===== config.mk =====
export PLATFORM = sky130hd
export DESIGN_NAME = branch_resolution_queue
export DESIGN_NICKNAME = d
export VERILOG_FILES = /design/src/rtl/mips_core_pkg.sv /design/src/rtl/branch_resolution_queue_fifo.sv /design/src/rtl/branch_resolution_queue.sv
export SDC_FILE = /design/constraint.sdc
export NUM_CORES = 1
export LEC_CHECK = 0
export ABC_AREA = 1
export BUFFER_PORTS_ARGS = -buffer_cell sky130_fd_sc_hd__buf_2
export CAP_MARGIN = 20
export CORE_MARGIN = 2
export CORE_UTILIZATION = 50
export CTS_BUF_LIST = sky130_fd_sc_hd__clkbuf_4 sky130_fd_sc_hd__clkbuf_8
export DETAILED_ROUTE_END_ITERATION = 7
export PLACE_DENSITY_LB_ADDON = 0.1
export SKIP_CTS_REPAIR_TIMING = 1
export SYNTH_ARGS = -nofsm -noshare
export SYNTH_HDL_FRONTEND = slang
export SYNTH_HIERARCHICAL = 1
export SYNTH_SLANG_ARGS = --single-unit

===== constraint.sdc =====
create_clock -name clk -period 14.7 [get_ports clk]
set_clock_uncertainty 0.15 [all_clocks]
set_input_delay 4.41 -clock clk [delete_from_list [all_inputs] [get_ports clk]]
set_output_delay 4.41 -clock clk [all_outputs]
set_load 0.02 [all_outputs]

===== src/rtl/mips_core_pkg.sv =====
// Shared core types: PC width, branch direction, and the per-branch record
// kept between decode-time prediction and execute-time resolution.
package mips_core_pkg;

  localparam int ADDR_WIDTH = 32;

  typedef enum logic {
    NOT_TAKEN = 1'b0,
    TAKEN     = 1'b1
  } BranchOutcome;

  typedef struct packed {
    logic [ADDR_WIDTH-1:0] pc;
    BranchOutcome          prediction;
    logic [ADDR_WIDTH-1:0] recovery_target;
  } branch_entry_t;

endpackage


===== src/rtl/branch_resolution_queue_fifo.sv =====
// In-order circular buffer of branch records; head entry readable combinationally.
// Clear dominates push/pop; caller guarantees push only when a slot frees up.
module branch_entry_fifo
  import mips_core_pkg::*;
#(
  parameter int DEPTH = 4
) (
  input  logic                       clk,
  input  logic                       rst_n,
  input  logic                       push,
  input  branch_entry_t              push_data,
  input  logic                       pop,
  input  logic                       clear,
  output branch_entry_t              head_data,
  output logic                       full,
  output logic                       empty,
  output logic [$clog2(DEPTH):0]     count
);

  localparam int PW = $clog2(DEPTH);
  localparam int CW = PW + 1;

  branch_entry_t mem [DEPTH];
  logic [PW-1:0] head;
  logic [PW-1:0] tail;
  logic [CW-1:0] cnt;
  logic          do_push;
  logic          do_pop;

  assign do_push = push && !clear;
  assign do_pop  = pop && !clear;

  always_ff @(posedge clk or negedge rst_n) begin
    if (!rst_n) begin
      head <= '0;
      tail <= '0;
      cnt  <= '0;
    end else if (clear) begin
      head <= '0;
      tail <= '0;
      cnt  <= '0;
    end else begin
      if (do_push) tail <= tail + 1'b1;
      if (do_pop)  head <= head + 1'b1;
      case ({do_push, do_pop})
        2'b10:   cnt <= cnt + 1'b1;
        2'b01:   cnt <= cnt - 1'b1;
        default: cnt <= cnt;
      endcase
    end
  end

  // Storage needs no reset: occupancy alone defines which slots are live.
  always_ff @(posedge clk) begin
    if (do_push) mem[tail] <= push_data;
  end

  assign head_data = mem[head];
  assign full      = (cnt == CW'(DEPTH));
  assign empty     = (cnt == '0);
  assign count     = cnt;

endmodule


===== src/rtl/branch_resolution_queue.sv =====
// Tracks in-flight conditional-branch predictions; feedback and redirect appear
// one cycle after resolve. Decode must stall on o_full; overflow/underflow set o_error.
module branch_resolution_queue
  import mips_core_pkg::*;
#(
  parameter int DEPTH      = 4,
  parameter int ADDR_WIDTH = mips_core_pkg::ADDR_WIDTH
) (
  input  logic                   clk,
  input  logic                   rst_n,
  input  logic                   i_req_valid,
  input  logic [ADDR_WIDTH-1:0]  i_req_pc,
  input  BranchOutcome           i_req_prediction,
  input  logic [ADDR_WIDTH-1:0]  i_req_recovery_target,
  input  logic                   i_res_valid,
  input  BranchOutcome           i_res_outcome,
  input  logic                   i_flush,
  output logic                   o_fb_valid,
  output logic [ADDR_WIDTH-1:0]  o_fb_pc,
  output BranchOutcome           o_fb_prediction,
  output BranchOutcome           o_fb_outcome,
  output logic                   o_mispredict,
  output logic [ADDR_WIDTH-1:0]  o_recovery_target,
  output logic                   o_full,
  output logic                   o_empty,
  output logic [$clog2(DEPTH):0] o_count,
  output logic                   o_error
);

  branch_entry_t head_entry;
  branch_entry_t new_entry;
  logic          fifo_full;
  logic          fifo_empty;
  logic          pop_ok;
  logic          mispredict_now;
  logic          push_ok;
  logic          clear;
  logic          proto_err;

  assign new_entry = '{pc: i_req_pc, prediction: i_req_prediction,
                       recovery_target: i_req_recovery_target};

  assign pop_ok         = i_res_valid && !fifo_empty;
  // A flush already redirects the pipeline, so it masks the mispredict redirect.
  assign mispredict_now = pop_ok && (head_entry.prediction != i_res_outcome) && !i_flush;
  assign clear          = i_flush || mispredict_now;
  assign push_ok        = i_req_valid && (!fifo_full || pop_ok) && !clear;
  assign proto_err      = (i_req_valid && fifo_full && !pop_ok) ||
                          (i_res_valid && fifo_empty);

  branch_entry_fifo #(.DEPTH(DEPTH)) u_fifo (
    .clk       (clk),
    .rst_n     (rst_n),
    .push      (push_ok),
    .push_data (new_entry),
    .pop       (pop_ok),
    .clear     (clear),
    .head_data (head_entry),
    .full      (fifo_full),
    .empty     (fifo_empty),
    .count     (o_count)
  );

  always_ff @(posedge clk or negedge rst_n) begin
    if (!rst_n) begin
      o_fb_valid        <= 1'b0;
      o_fb_pc           <= '0;
      o_fb_prediction   <= NOT_TAKEN;
      o_fb_outcome      <= NOT_TAKEN;
      o_mispredict      <= 1'b0;
      o_recovery_target <= '0;
      o_error           <= 1'b0;
    end else begin
      o_fb_valid   <= pop_ok;
      o_mispredict <= mispredict_now;
      if (pop_ok) begin
        o_fb_pc         <= head_entry.pc;
        o_fb_prediction <= head_entry.prediction;
        o_fb_outcome    <= i_res_outcome;
      end
      if (mispredict_now) o_recovery_target <= head_entry.recovery_target;
      if (proto_err)      o_error <= 1'b1;
    end
  end

  assign o_full  = fifo_full;
  assign o_empty = fifo_empty;

endmodule

==> results.md <==
- Commonest non-fill, non-tap cells in the layout: edfxtp_1, nand2_1, buf_2
- Longest Clk Path Bufs: 3
- Core ar.: 26,100 µm²
- Height of the die: 167 µm
- Initial Util: about 51%
- Grt ovf: 0
- Fin crit share: 50.8%
- Worst path cell trace: buf_2 -> inv_2 -> nor2_4 -> inv_2 -> nand2_1 -> nand2_1 -> nor2_1 -> nand2_1 -> nor2_4 -> buf_4
- Rows: a little under 60
- Crit path max fanout: 37
- Die area: about 28,000 µm²
- Max Cap Viol: 0
- Final hold violation count: 0
- Tot Pwr: 2.83 mW
- Final min period: 7460 ps
- Sequential share of the synthesized area: roughly 73%
- Vias in the first global route: 8,195
- Most common cell after layout, fill and taps aside: edfxtp_1
- Routed WL: 28,000 µm
- Leak pwr: approximately 6 nW
- Clock root buffer: clkbuf_8
- Pins Over Slew Limit: 0
- WP buf/inv: 4
- Highest clock rate: 134 MHz
- Worst vdd ir: 0.0931 mV
- CP max-delay cell: nor2_4
- Worst-Margin Slew: 1060 ps
- RSZ-0062 raised after global routing: false
- First-pass GRT wire length: 44,800 µm
- Critical Path AT: about 7500 ps
- Synthesized cell area: 13,300 µm²
- CP required: 14,750 ps
- CP Launch Type: input pin
- Setup Viol. Count Final: 0
- CP dominant cell by count: nand2_1
- Number of synthesized flops with an enable pin: 260
- Port Buffer Count: ~140
- Rel. slew slack: 29.1%
- Avg Inst Size Synth: 13.4 µm²
- Initial antenna violation count: 1
- Largest net degree at the start of global routing: 94
- Critical Path End Type: flop
- Yosys warnings: 6
- Post-Layout Cell Count: 1,531
- Cell variety after synth: 28
- Drt wl/cell: 18.3 µm
- Drt drc: 11
- Die width: 167 µm
- Routed via count: about 8,100
- Mapped Nets: 1,074
- Async set-reset flop share out of synthesis: 22.6%
- Family with the most delay on the worst path: simple AND/OR/NAND/NOR gates
- Routability congestion estimate from global placement: 0.721
- Clock sink count: 336
- Clk Latency, worst-skew pair: between 500 and 600 ps
- Post-DRT Antenna Nets: 0
- Drt first-iter violations: 541
- Hold slack: about 310 ps
- Synth Flop Type: edfxtp_1
- Status: complete, but fails checks
- Multi-input logic area: 3170 µm²
- Final TNS setup: 0 ps
- Dpl hpwl: roughly 16,000 µm
- Tightest Hold Check Type: flop to flop
- TritonCTS Buffers: 54
- Peak per-stage delay on the critical path: roughly 880 ps
- GRT Total Usage: 20.3%
- FF+latch count, synth: 336
- Placed cell areas: between 10,000 and 15,000 µm²
- Layout cell share with drive strength beyond 1: 28.6%
- DP Cell Count: 1,428
- Routed vias/inst: 5.31
- Num ports: 145
- Drt pass-1 iters: 7
- Crit Path Category: input pin to flop
- Failing checks: design-rule violations
- PD cells: 184 nW/µm²
- CTS H-tree lvls: 2
- Register area: 9710 µm²
- Filler instances: 2,191
- Design Area, Final: 15,400 µm²
- Clk slew on worst S/H paths: around 60 ps
- Final Net Count: 1,225
- Area growth syn-to-layout: 15.4%
- Synth Instances: 998
- CTS tree: built
-- report_power, final --
part / internal (mW) / switching (mW) / leakage, nW / total [mW]
sequential: 1.15 / 0.0718 / 3.29 / 1.22
clock: 0.500 / 0.347 / 0.645 / 0.847
combinational: 0.230 / 0.535 / 2.05 / 0.765
-- synth_stat cells (2+ instances only) --
cell | n | area share, %
a21oi_1 | 3 | 0.11
buf_12 | 4 | 0.60
buf_2 | 20 | 0.75
buf_4 | 4 | 0.23
buf_6 | 11 | 0.93
clkbuf_1 | 22 | 0.62
dfrtp_1 | 76 | 14
edfxtp_1 | 260 | 59
ha_1 | 4 | 0.38
inv_1 | 11 | 0.31
inv_2 | 6 | 0.17
nand2_1 | 193 | 5.4
nand3_1 | 3 | 0.11
nand4_1 | 32 | 1.5
nor2_1 | 109 | 3.1
nor2_4 | 32 | 2.7
nor3_1 | 2 | 0.075
o21ai_0 | 109 | 4.1
o21ai_1 | 18 | 0.68
o21ai_2 | 8 | 0.53
o22ai_1 | 35 | 1.6
o22ai_2 | 30 | 2.8
-- through the flow --
| stage | util, % | worst slack [ps] |
|---|---|---|
| after floorplan | - | 6130 |
| after global placement | 54.3 | 6650 |
| after detailed placement | 54.3 | 6610 |
| after CTS | 58.9 | 7210 |
| after global routing | 58.9 | 6910 |
| final | 58.9 | 7240 |
-- sequential cells by signal (all words and copies together) (netlist names) --
signal             count
u_fifo/mem           260
o_fb_pc               32
o_recovery_target     32
u_fifo/count           3
u_fifo/head            2
u_fifo/tail            2
o_error                1
o_fb_outcome           1
o_fb_prediction        1
o_fb_valid             1
o_mispredict           1
-- logic make-up after synthesis --
group / Yosys count / synth area share [%]
buf+inv: 80 / 3.68
flops: 336 / 72.8
simple gates: 373 / 13.1
compound gates: 204 / 9.91
fa+ha+maj: 5 / 0.525
-- final timing paths --
kind | start | endpoint | slack (ps) | cells after the start
max in group asynchronous | rst_n | u_fifo/head[0] | 9750 | 2
worst min register to register | o_recovery_target[1] | o_recovery_target[1] | 310 | 2
min in group asynchronous | rst_n | o_fb_pc[6] | 3640 | 1
worst max-delay path | i_res_valid | u_fifo/mem[3][61] | 7240 | 10
worst min-delay path | o_recovery_target[1] | o_recovery_target[1] | 310 | 2
worst max register to register | u_fifo/head[0] | u_fifo/mem[3][61] | 9540 | 13
-- area by class of cell --
class / count / share of cell area [%]
diodes: 1 / 0.0163
clock buffers: 96 / 7.37
clock inverters: 6 / 0.398
inverters: 19 / 0.496
multi-input cells: 582 / 20.6
flip-flops and latches: 336 / 63.1
well taps: 335 / 2.72
repair buffers: 156 / 5.28
-- tightest hold or removal path, cell delays in order, from the launching register on --
cell	delay, ps
dfrtp_1	330
nand2_1	50
nand2_1	40
-- per-layer routing --
metal / vias to the layer above / global-route usage [%] / wire, µm
met1: 3986 / 27.9 / 12700
met2: 220 / 32.9 / 13200
met3: 36 / 3.64 / 1370
li1: 3883 / - / -
met5: - / 0 / 0
met4: 0 / 7.33 / 646
Note: power is estimated with default switching activity, not from simulation.
